**config.mk**
```make
export PLATFORM = sky130hd
export DESIGN_NAME = regfile_dump_reader_flat
export DESIGN_NICKNAME = d
export VERILOG_FILES = /design/src/rtl/regfile_dump_reader_pkg.sv /design/src/rtl/regfile_dump_reader_if.sv /design/src/rtl/regfile_dump_reader_csum_acc.sv /design/src/rtl/regfile_dump_reader.sv /design/src/flat_wrapper.sv
export SDC_FILE = /design/constraint.sdc
export NUM_CORES = 1
export LEC_CHECK = 0
export CORE_ASPECT_RATIO = 0.5
export CORE_UTILIZATION = 41
export CTS_CLUSTER_DIAMETER = 100
export CTS_CLUSTER_SIZE = 25
export DETAILED_ROUTE_END_ITERATION = 8
export PLACE_DENSITY = 0.87
export REMOVE_ABC_BUFFERS = 1
export SYNTH_ARGS = -nofsm -noshare
export SYNTH_HDL_FRONTEND = slang
export SYNTH_SLANG_ARGS = --single-unit
```
**constraint.sdc**
```tcl
create_clock -name clk_i -period 2.2 [get_ports clk_i]
set_input_delay 0.44 -clock clk_i [delete_from_list [all_inputs] [get_ports clk_i]]
set_output_delay 0.44 -clock clk_i [all_outputs]
set_load 0.05 [all_outputs]
```
**src/rtl/regfile_dump_reader_pkg.sv**
```systemverilog
// ---------------------------------------------------------------------------
// regfile_dbg_pkg
// Shared definitions for the register-file dump reader: the FSM state
// encoding and the default register count / checksum word index.
// No ports (package).
// ---------------------------------------------------------------------------
package regfile_dbg_pkg;

  // Walk states; CSUM is only reachable when REGDUMP_CHECKSUM_EN is defined.
  typedef enum logic [2:0] {
    IDLE   = 3'd0,
    SETTLE = 3'd1,
    READ   = 3'd2,
    SEND   = 3'd3,
    CSUM   = 3'd4,
    FINISH = 3'd5
  } state_e;

  localparam int REGDUMP_NUM_REGS = 32;
  // The checksum word is tagged with the first index past the register file.
  localparam int REGDUMP_CSUM_IDX = REGDUMP_NUM_REGS;

endpackage

```
**src/rtl/regfile_dump_reader_if.sv**
```systemverilog
// ---------------------------------------------------------------------------
// regfile_dump_reader_if
// Valid/ready stream carrying (index, value) pairs from the dump reader to
// the test harness or UART dump path.
//   out_valid : word available (producer -> consumer)
//   out_ready : consumer accepts word (consumer -> producer)
//   out_idx   : register index, one extra bit so the checksum word fits
//   out_data  : register value
// Modports: master = dump reader, slave = consumer.
// ---------------------------------------------------------------------------
interface regfile_dump_reader_if
  import regfile_dbg_pkg::*;
#(
  parameter int ADDR_W = 5,
  parameter int DATA_W = 32
);

  logic              out_valid;
  logic              out_ready;
  logic [ADDR_W:0]   out_idx;
  logic [DATA_W-1:0] out_data;

  modport master (
    output out_valid,
    output out_idx,
    output out_data,
    input  out_ready
  );

  modport slave (
    input  out_valid,
    input  out_idx,
    input  out_data,
    output out_ready
  );

endinterface

```
**src/rtl/regfile_dump_reader_csum_acc.sv**
```systemverilog
// ---------------------------------------------------------------------------
// regdump_csum_acc
// Wrapping (mod 2^DATA_W) accumulator for the dump checksum word.
//   clk_i    : clock
//   rst_ni   : synchronous reset, active low
//   clear_i  : zero the sum (accepted start)
//   add_en_i : add data_i this cycle (register word handshake)
//   data_i   : value being sent
//   sum_o    : running sum
// Only instantiated when REGDUMP_CHECKSUM_EN is defined.
// ---------------------------------------------------------------------------
module regdump_csum_acc
  import regfile_dbg_pkg::*;
#(
  parameter int DATA_W = 32
) (
  input  logic              clk_i,
  input  logic              rst_ni,
  input  logic              clear_i,
  input  logic              add_en_i,
  input  logic [DATA_W-1:0] data_i,
  output logic [DATA_W-1:0] sum_o
);

  logic [DATA_W-1:0] sum_q;

  // Clear wins over add; clear and add never coincide in the walk anyway.
  always_ff @(posedge clk_i) begin
    if (!rst_ni) begin
      sum_q <= '0;
    end else if (clear_i) begin
      sum_q <= '0;
    end else if (add_en_i) begin
      sum_q <= sum_q + data_i;
    end
  end

  assign sum_o = sum_q;

endmodule

```
**src/rtl/regfile_dump_reader.sv**
```systemverilog
// ---------------------------------------------------------------------------
// regfile_dump_reader
// Debug reader for the CPU register file. A start pulse freezes register
// writes, walks every register index through one read port and streams each
// (index, value) pair out over a valid/ready interface.
//   clk_i     : system clock, all state on posedge
//   rst_ni    : synchronous reset, active low (aborts a dump, no done)
//   start_i   : single-cycle dump request, honoured only in IDLE
//   busy_o    : high from the cycle after accepted start until done
//   done_o    : one-cycle pulse after the final word handshakes
//   freeze_o  : register file write inhibit (1 = writes blocked)
//   rd_addr_o : register read address (ReadReg2 while busy)
//   rd_data_i : combinational read data for rd_addr_o
//   out_if    : master side of the (index, value) stream
// Optional feature: define REGDUMP_CHECKSUM_EN to append one extra word with
// out_idx = NUM_REGS carrying the wrapping sum of all sent register values.
// ---------------------------------------------------------------------------
module regfile_dump_reader
  import regfile_dbg_pkg::*;
#(
  parameter int NUM_REGS = REGDUMP_NUM_REGS,
  parameter int DATA_W   = 32,
  parameter int ADDR_W   = 5,
  parameter int SKIP_X0  = 1
) (
  input  logic                 clk_i,
  input  logic                 rst_ni,
  input  logic                 start_i,
  output logic                 busy_o,
  output logic                 done_o,
  output logic                 freeze_o,
  output logic [ADDR_W-1:0]    rd_addr_o,
  input  logic [DATA_W-1:0]    rd_data_i,
  regfile_dump_reader_if.master out_if
);

  localparam logic [ADDR_W-1:0] FIRST_IDX = (SKIP_X0 != 0) ? ADDR_W'(1) : '0;
  localparam logic [ADDR_W-1:0] LAST_IDX  = ADDR_W'(NUM_REGS - 1);

  state_e            state_q,     state_d;
  logic [ADDR_W-1:0] idx_q,       idx_d;
  logic              busy_q,      busy_d;
  logic              done_q,      done_d;
  logic              freeze_q,    freeze_d;
  logic              out_valid_q, out_valid_d;
  logic [ADDR_W:0]   out_idx_q,   out_idx_d;
  logic [DATA_W-1:0] out_data_q,  out_data_d;

  logic handshake;
  assign handshake = out_valid_q && out_if.out_ready;

`ifdef REGDUMP_CHECKSUM_EN
  localparam logic [ADDR_W:0] CSUM_IDX = (ADDR_W+1)'(NUM_REGS);

  logic              csumClear;
  logic              csumAdd;
  logic [DATA_W-1:0] csumSum;

  // The value added is the word just accepted, so the sum covers exactly
  // what the consumer saw.
  regdump_csum_acc #(
    .DATA_W (DATA_W)
  ) u_csum_acc (
    .clk_i    (clk_i),
    .rst_ni   (rst_ni),
    .clear_i  (csumClear),
    .add_en_i (csumAdd),
    .data_i   (out_data_q),
    .sum_o    (csumSum)
  );
`endif

  always_ff @(posedge clk_i) begin
    if (!rst_ni) begin
      state_q     <= IDLE;
      idx_q       <= '0;
      busy_q      <= 1'b0;
      done_q      <= 1'b0;
      freeze_q    <= 1'b0;
      out_valid_q <= 1'b0;
      out_idx_q   <= '0;
      out_data_q  <= '0;
    end else begin
      state_q     <= state_d;
      idx_q       <= idx_d;
      busy_q      <= busy_d;
      done_q      <= done_d;
      freeze_q    <= freeze_d;
      out_valid_q <= out_valid_d;
      out_idx_q   <= out_idx_d;
      out_data_q  <= out_data_d;
    end
  end

  always_comb begin
    state_d     = state_q;
    idx_d       = idx_q;
    busy_d      = busy_q;
    done_d      = 1'b0;
    freeze_d    = freeze_q;
    out_valid_d = out_valid_q;
    out_idx_d   = out_idx_q;
    out_data_d  = out_data_q;
`ifdef REGDUMP_CHECKSUM_EN
    csumClear   = 1'b0;
    csumAdd     = 1'b0;
`endif

    case (state_q)
      IDLE: begin
        if (start_i) begin
          state_d  = SETTLE;
          idx_d    = FIRST_IDX;
          busy_d   = 1'b1;
          freeze_d = 1'b1;
`ifdef REGDUMP_CHECKSUM_EN
          csumClear = 1'b1;
`endif
        end
      end

      // Lets a register write already in flight land before the first read.
      SETTLE: state_d = READ;

      READ: begin
        out_data_d  = rd_data_i;
        out_idx_d   = {1'b0, idx_q};
        out_valid_d = 1'b1;
        state_d     = SEND;
      end

      SEND: begin
        if (handshake) begin
          out_valid_d = 1'b0;
`ifdef REGDUMP_CHECKSUM_EN
          csumAdd     = 1'b1;
`endif
          if (idx_q == LAST_IDX) begin
`ifdef REGDUMP_CHECKSUM_EN
            state_d = CSUM;
`else
            state_d = FINISH;
`endif
          end else begin
            idx_d   = idx_q + ADDR_W'(1);
            state_d = READ;
          end
        end
      end

`ifdef REGDUMP_CHECKSUM_EN
      // First cycle presents the sum (it already includes the last word),
      // then waits for the consumer like SEND does.
      CSUM: begin
        if (!out_valid_q) begin
          out_valid_d = 1'b1;
          out_idx_d   = CSUM_IDX;
          out_data_d  = csumSum;
        end else if (out_if.out_ready) begin
          out_valid_d = 1'b0;
          state_d     = FINISH;
        end
      end
`endif

      FINISH: begin
        done_d   = 1'b1;
        busy_d   = 1'b0;
        freeze_d = 1'b0;
        state_d  = IDLE;
      end

      default: state_d = IDLE;
    endcase
  end

  // idx_q is registered, so the read address is stable from SETTLE onward.
  assign rd_addr_o        = idx_q;
  assign busy_o           = busy_q;
  assign done_o           = done_q;
  assign freeze_o         = freeze_q;
  assign out_if.out_valid = out_valid_q;
  assign out_if.out_idx   = out_idx_q;
  assign out_if.out_data  = out_data_q;

endmodule

```
**src/flat_wrapper.sv**
```systemverilog
// flat-port wrapper written by rule: the top's interface ports become plain ports
module regfile_dump_reader_flat import regfile_dbg_pkg::*;
#(
  parameter int NUM_REGS = REGDUMP_NUM_REGS,
  parameter int DATA_W   = 32,
  parameter int ADDR_W   = 5,
  parameter int SKIP_X0  = 1
)
  (clk_i, rst_ni, start_i, busy_o, done_o, freeze_o, rd_addr_o, rd_data_i, out_if_out_valid, out_if_out_idx, out_if_out_data, out_if_out_ready);
  regfile_dump_reader_if #(.ADDR_W(ADDR_W), .DATA_W(DATA_W)) out_if_i ();
  input  logic clk_i;
  input  logic rst_ni;
  input  logic start_i;
  output logic busy_o;
  output logic done_o;
  output logic freeze_o;
  output logic [ADDR_W-1:0] rd_addr_o;
  input  logic [DATA_W-1:0] rd_data_i;
  output wire logic [$bits(out_if_i.out_valid)-1:0] out_if_out_valid;
  output wire logic [$bits(out_if_i.out_idx)-1:0] out_if_out_idx;
  output wire logic [$bits(out_if_i.out_data)-1:0] out_if_out_data;
  input wire logic [$bits(out_if_i.out_ready)-1:0] out_if_out_ready;
  assign out_if_out_valid = out_if_i.out_valid;
  assign out_if_out_idx = out_if_i.out_idx;
  assign out_if_out_data = out_if_i.out_data;
  assign out_if_i.out_ready = out_if_out_ready;
  regfile_dump_reader #(.NUM_REGS(NUM_REGS), .DATA_W(DATA_W), .ADDR_W(ADDR_W), .SKIP_X0(SKIP_X0)) u_core (.clk_i(clk_i), .rst_ni(rst_ni), .start_i(start_i), .busy_o(busy_o), .done_o(done_o), .freeze_o(freeze_o), .rd_addr_o(rd_addr_o), .rd_data_i(rd_data_i), .out_if(out_if_i));
endmodule
```
After elaboration in Yosys (flattened, before gate mapping)
Cells that the tools add are included.
{"block": "word_totals", "regBits": 48, "inputBits": 36, "out_inout_bits": 47}
{"block": "classes", "eq_ne": 8, "n_mux": 13, "n_reduce_logical": 9, "n_addsub": 1}
{"op": "$mux 5", "count": 3}
{"op": "$pmux 3 s4", "count": 1}
{"op": "$pmux 5 s2", "count": 1}
{"op": "$mux 3", "count": 3}
{"op": "$eq 3x2->1 const B", "count": 2}
{"op": "$reduce_and 2->1", "count": 3}
{"op": "$reduce_bool 2->1", "count": 3}
{"op": "$add 5x1->5 const B", "count": 1}
{"op": "$eq 5x5->1 const B", "count": 1}
{"op": "$ne 2x2->1 const B", "count": 2}
{"op": "$pmux 1 s2", "count": 2}
{"op": "$reduce_and 4->1", "count": 1}
{"op": "$eq 3x1->1 const B", "count": 1}
{"op": "$eq 3x3->1 const B", "count": 1}
{"op": "$logic_not 3->1", "count": 1}
{"op": "$mux 1", "count": 3}
{"op": "$ne 2x1->1 const B", "count": 1}
{"op": "$logic_and 1x1->1", "count": 1}

Depth between registers and ports, before layout
{"block": "logic_depth", "word_depth": 4, "mapped_depth": 6}

Least setup slack after synthesis
OpenSTA, ideal clock, no wires.
{"block": "synth_timing", "path_type": "reg2reg", "start": "reg u_core.idx_q[0], in the netlist u_core.rd_addr_o[0]", "end": "reg u_core.idx_q[3], in the netlist u_core.rd_addr_o[3]", "stages_incl_launch_ff": 7, "arrival_ps": 2019, "path_buffers": 0, "period_less_slack_ps": 2082, "path_slack_ps": 118, "path_cell_list": "dfxtp_1 ha_1 and3_1 ha_1 nand3b_2 or4_1 nand3_1"}
{"block": "synth_between", "elab_chain_cells": 4, "word_cells_on_any_way": 7}
{"item": "start: declaration", "line": "regfile_dump_reader.sv:41", "rtl": "logic [ADDR_W-1:0] idx_q, idx_d;"}
{"item": "start signal: assignment", "line": "regfile_dump_reader.sv:85", "rtl": "idx_q <= idx_d;"}
{"item": "$add 5x1->5", "line": "regfile_dump_reader.sv:145", "rtl": "idx_d = idx_q + ADDR_W'(1);"}
{"item": "$mux 5", "line": "regfile_dump_reader.sv:138", "rtl": "if (idx_q == LAST_IDX) begin"}
{"item": "$mux 5", "line": "regfile_dump_reader.sv:133", "rtl": "if (handshake) begin"}
{"item": "$pmux 5 s2", "line": "regfile_dump_reader.sv:109", "rtl": "case (state_q)"}
Several ways; a longest one is shown, not always the timed one. The select of a mux whose other input is x is not followed.
A chain may end at the register's enable or synchronous reset.

Worst setup path in the final report
{"block": "layout_timing", "start": "reg u_core.idx_q[3], in the netlist u_core.rd_addr_o[3]", "end": "out rd_addr_o[3]"}
{"item": "end: declaration", "line": "flat_wrapper.sv:17", "rtl": "output logic [ADDR_W-1:0] rd_addr_o;"}
No word-level cell between the ends.

==> results.md <==
* Clock sink count at 48
* Sequential fraction of design power at 48.5%
* Drt drc at 0
* First-pass GRT wire length at 7.58 mm
* Remaining max-slew budget at the tightest pin at 64.7%
* Port buffer count at 81
* Later-pin clock latency in the skew report at 0.30 ns
* TritonCTS clock tree: built
* Number of nets with antenna violations after routing at 0
* Number of antenna violations at the first check in global routing at 0
* CTS Root Buffer Type: sky130_fd_sc_hd__clkbuf_8
* Required time of the worst setup path at 1.76 ns
* Maximum Capacitance Violations at 0
* Synthesis Warnings at 0
* Final routed wirelength across all metal layers at 4.87 mm
* CP max-delay cell: sky130_fd_sc_hd__clkdlybuf4s50_1
* Crit start category: register
* Fraction of synthesized cell area taken by the top area cell type at 48.7%
* RSZ-0062 raised after global routing: no
* Power Density at 682 nW/µm²
* Summed negative setup slack over all endpoints at 0 ns
* Footprint of the multi-input gates at 898 µm²
* Gates resized, CTS repair at 0
* Fraction of final layout cells sized beyond drive strength 1 at 5.61%
* Top delay family on crit path: buffers and inverters
* Number of buffer and inverter instances along the worst setup path at 1
* FILL cells at 391
* Drt via density at 4.92
* First-pass iteration count of the detailed router at 4
* Leak at 1.03 nW
* Register cell area after layout at 961 µm²
* Outcome: finished, final reports clean
* Standard-cell rows at 17
* Clock network fraction of total power at 27.5%
* Final critical path time including I/O delays and setup at 2.05 ns
* Worst Setup End Kind: output port
* Clock Path Buffers at 2
* Dominant cell type by area after synthesis: sky130_fd_sc_hd__dfxtp_1
* Prevailing post-synth register cell: sky130_fd_sc_hd__dfxtp_1
* Number of CTS-inserted buffers at 5
* Highest net fanout along the worst path at 6
* P_int at 1.36 mW
* Actual transition at the worst max-transition pin at 0.527 ns
* Number of top-level pins at 83
* Number of synthesized register bits at 48
* Number of nets in the final layout at 340
* Number of flops mapped to enable cells by yosys at 0
* Die Outline Area at 5110 µm²
* Worst supply voltage drop on vdd at 283 µV
* Largest cells by area after synthesis: sky130_fd_sc_hd__dfxtp_1 (49%), sky130_fd_sc_hd__nand2_1 (15%), sky130_fd_sc_hd__a21boi_1 (14%), sky130_fd_sc_hd__buf_6 (2.3%), sky130_fd_sc_hd__nand3_1 (1.5%)
* Crit-path max cell delay at 0.86 ns
* Remaining global-route overflow at 0
* Reported net switching power at 0.612 mW
* Final GP Congestion at 0.859
* Iter 0 DRT Violations at 65
* Critical path class: reg -> out
* Vias in the first global route at 1757
* Count of antenna diodes in the layout at 0
* Horiz. Die Dim at 100 µm
* Leading post-synthesis cells by instance count: sky130_fd_sc_hd__nand2_1 (80), sky130_fd_sc_hd__dfxtp_1 (48), sky130_fd_sc_hd__a21boi_1 (38), sky130_fd_sc_hd__clkbuf_1 (6), sky130_fd_sc_hd__nand3_1 (6)
* Final critical-path share of the clock period at 93.3%
* Fin Clk Skew at 0.00647 ns
* Logic gate share of total power at 24.0%
* Max-slew violation total from the final report at 0
* Net switching fraction of the power at 31.1%
* Cell with the most instances after synthesis: sky130_fd_sc_hd__nand2_1
* Sequential-to-total area share from yosys stat at 48.7%
* Largest net degree at the start of global routing at 41
* Starting utilization of the core area at 43.8%
* Count of cell types in the netlist at 34
* Fraction of registers with async set or reset after synthesis at 0%
* Maximum clock frequency at 487 MHz
* Clock transition time at the flip-flop clock pins of the worst setup and hold paths at 0.09 ns
* Setup Viol. Count Final at 0
* Post-cts hold buffer count at 0
* HPWL after detailed placement at 3.52 mm
* Synthesized cell area at 1970 µm²
* Worst Setup Slack, final at 0.146 ns
* Core Footprint at 4510 µm²
* Average cell area after synthesis at 8.70 µm²
* Number of cells produced by synthesis at 227
* Critical path, cell by cell: clkdlybuf4s50_1
* Via count at 1815
* Combined global-route utilization of all metal layers at 19.1%
* Pre-CTS setup slack at 0.232 ns
* Number of hold-slack violations in the final timing report at 0
* Vertical die dimension at 51.1 µm
* WL per Instance at 13.2 µm
* Depth of the CTS H-tree at 2
* Area growth from synthesis to layout at 46.2%
* Hold Path Class: reg -> reg
* Count of buffers added by post-CTS timing repair for setup at 0
* Worst endpoint data arrival time at 1.61 ns
==> stage by stage <==
stage | hold slack, ns | utilization [%] | instances | area (µm²) | total power [mW]
after floorplan | 0.492 | - | 210 | 1860 | 1.24
after global placement | 0.441 | 62.0 | 361 | 2790 | 1.44
after detailed placement | 0.446 | 62.0 | 361 | 2790 | 1.45
after CTS | 0.458 | 64.0 | 369 | 2890 | 1.98
after global routing | 0.479 | 64.0 | 369 | 2890 | 2.05
final | 0.455 | 64.0 | 369 | 2890 | 1.97
==> layout by cell type, fill, tap and decap left out, types with 2 or more instances in the layout <==
cell,netlist,routed
sky130_fd_sc_hd__clkbuf_8,0,6
sky130_fd_sc_hd__a21boi_1,38,38
sky130_fd_sc_hd__nand3_1,6,6
sky130_fd_sc_hd__dfxtp_1,48,48
sky130_fd_sc_hd__nand3b_1,2,2
sky130_fd_sc_hd__ha_1,2,2
sky130_fd_sc_hd__o2111ai_1,2,2
sky130_fd_sc_hd__buf_4,3,4
sky130_fd_sc_hd__nand2_1,80,80
sky130_fd_sc_hd__or4_1,2,2
sky130_fd_sc_hd__clkdlybuf4s50_1,0,81
sky130_fd_sc_hd__clkinv_2,0,2
sky130_fd_sc_hd__nor2_1,5,5
sky130_fd_sc_hd__inv_1,3,3
sky130_fd_sc_hd__nor3_1,2,2
sky130_fd_sc_hd__mux2i_1,2,2
==> power groups by stage <==
stage / sequential, mW / combinational [mW] / clock, mW
2_1_floorplan: 1.12 / 0.120 / 0
3_3_place_gp: 0.971 / 0.466 / 0
3_5_place_dp: 0.974 / 0.474 / 0
4_1_cts: 0.954 / 0.476 / 0.553
5_1_grt: 0.961 / 0.501 / 0.584
6_report: 0.955 / 0.473 / 0.541
==> cell families (layout without fill, tap and decap cells) <==
logic type,after synthesis,count (layout),synth area share (%)
other cells,1,1,0.190
fa+ha+maj,2,2,1.27
mux,2,2,1.01
compound gates,47,47,18.3
flops,48,48,48.7
buf+inv,20,96,6.15
simple gates,107,107,24.4
==> area by class of cell <==
cell class	instances	area share, %
clock inverter	2	0.347
timing repair buffer	85	29.1
inverter	3	0.390
multi-input combinational	159	31.1
tap	66	2.86
sequential	48	33.3
clock buffer	6	2.86
==> flip-flops by register name (all words and copies together), names as in the netlist <==
name and count:
u_core.rd_addr_o 5, u_core.out_if.out_idx 5, u_core.out_if.out_valid 1, u_core.done_o 1, u_core.out_if.out_data 32, u_core.freeze_o 1, u_core.state_q 3
==> layer usage <==
metal | track usage [%] | part of all wire (%) | vias to the layer above
li1 | - | - | 897
met3 | 4.79 | 4.5 | 12
met2 | 36.2 | 53 | 56
met4 | 10.1 | 2.1 | 0
met1 | 19.9 | 41 | 850
met5 | 0 | 0 | -
==> path summary, 6_finish.rpt <==
kind,cells past startpoint,end,from,slack (ns)
setup / recovery,1,rd_addr_o[3],u_core.rd_addr_o[3]$_SDFFE_PN0P_,0.15
hold / removal,2,u_core.out_if.out_data[15]$_SDFFE_PN0P_,u_core.out_if.out_data[15]$_SDFFE_PN0P_,0.45
setup reg to reg,6,u_core.rd_addr_o[3]$_SDFFE_PN0P_,u_core.rd_addr_o[0]$_SDFFE_PN0P_,0.20
hold reg to reg,2,u_core.out_if.out_data[15]$_SDFFE_PN0P_,u_core.out_if.out_data[15]$_SDFFE_PN0P_,0.45
==> worst register-to-register path, cell delays in order, from the launching register on <==
cell	delay [ns]
sky130_fd_sc_hd__dfxtp_1	0.37
sky130_fd_sc_hd__ha_1	0.23
sky130_fd_sc_hd__and3_1	0.19
sky130_fd_sc_hd__ha_1	0.20
sky130_fd_sc_hd__nand3b_2	0.31
sky130_fd_sc_hd__or4_1	0.56
sky130_fd_sc_hd__nand3_1	0.09
(Power assumes the default switching activity.)
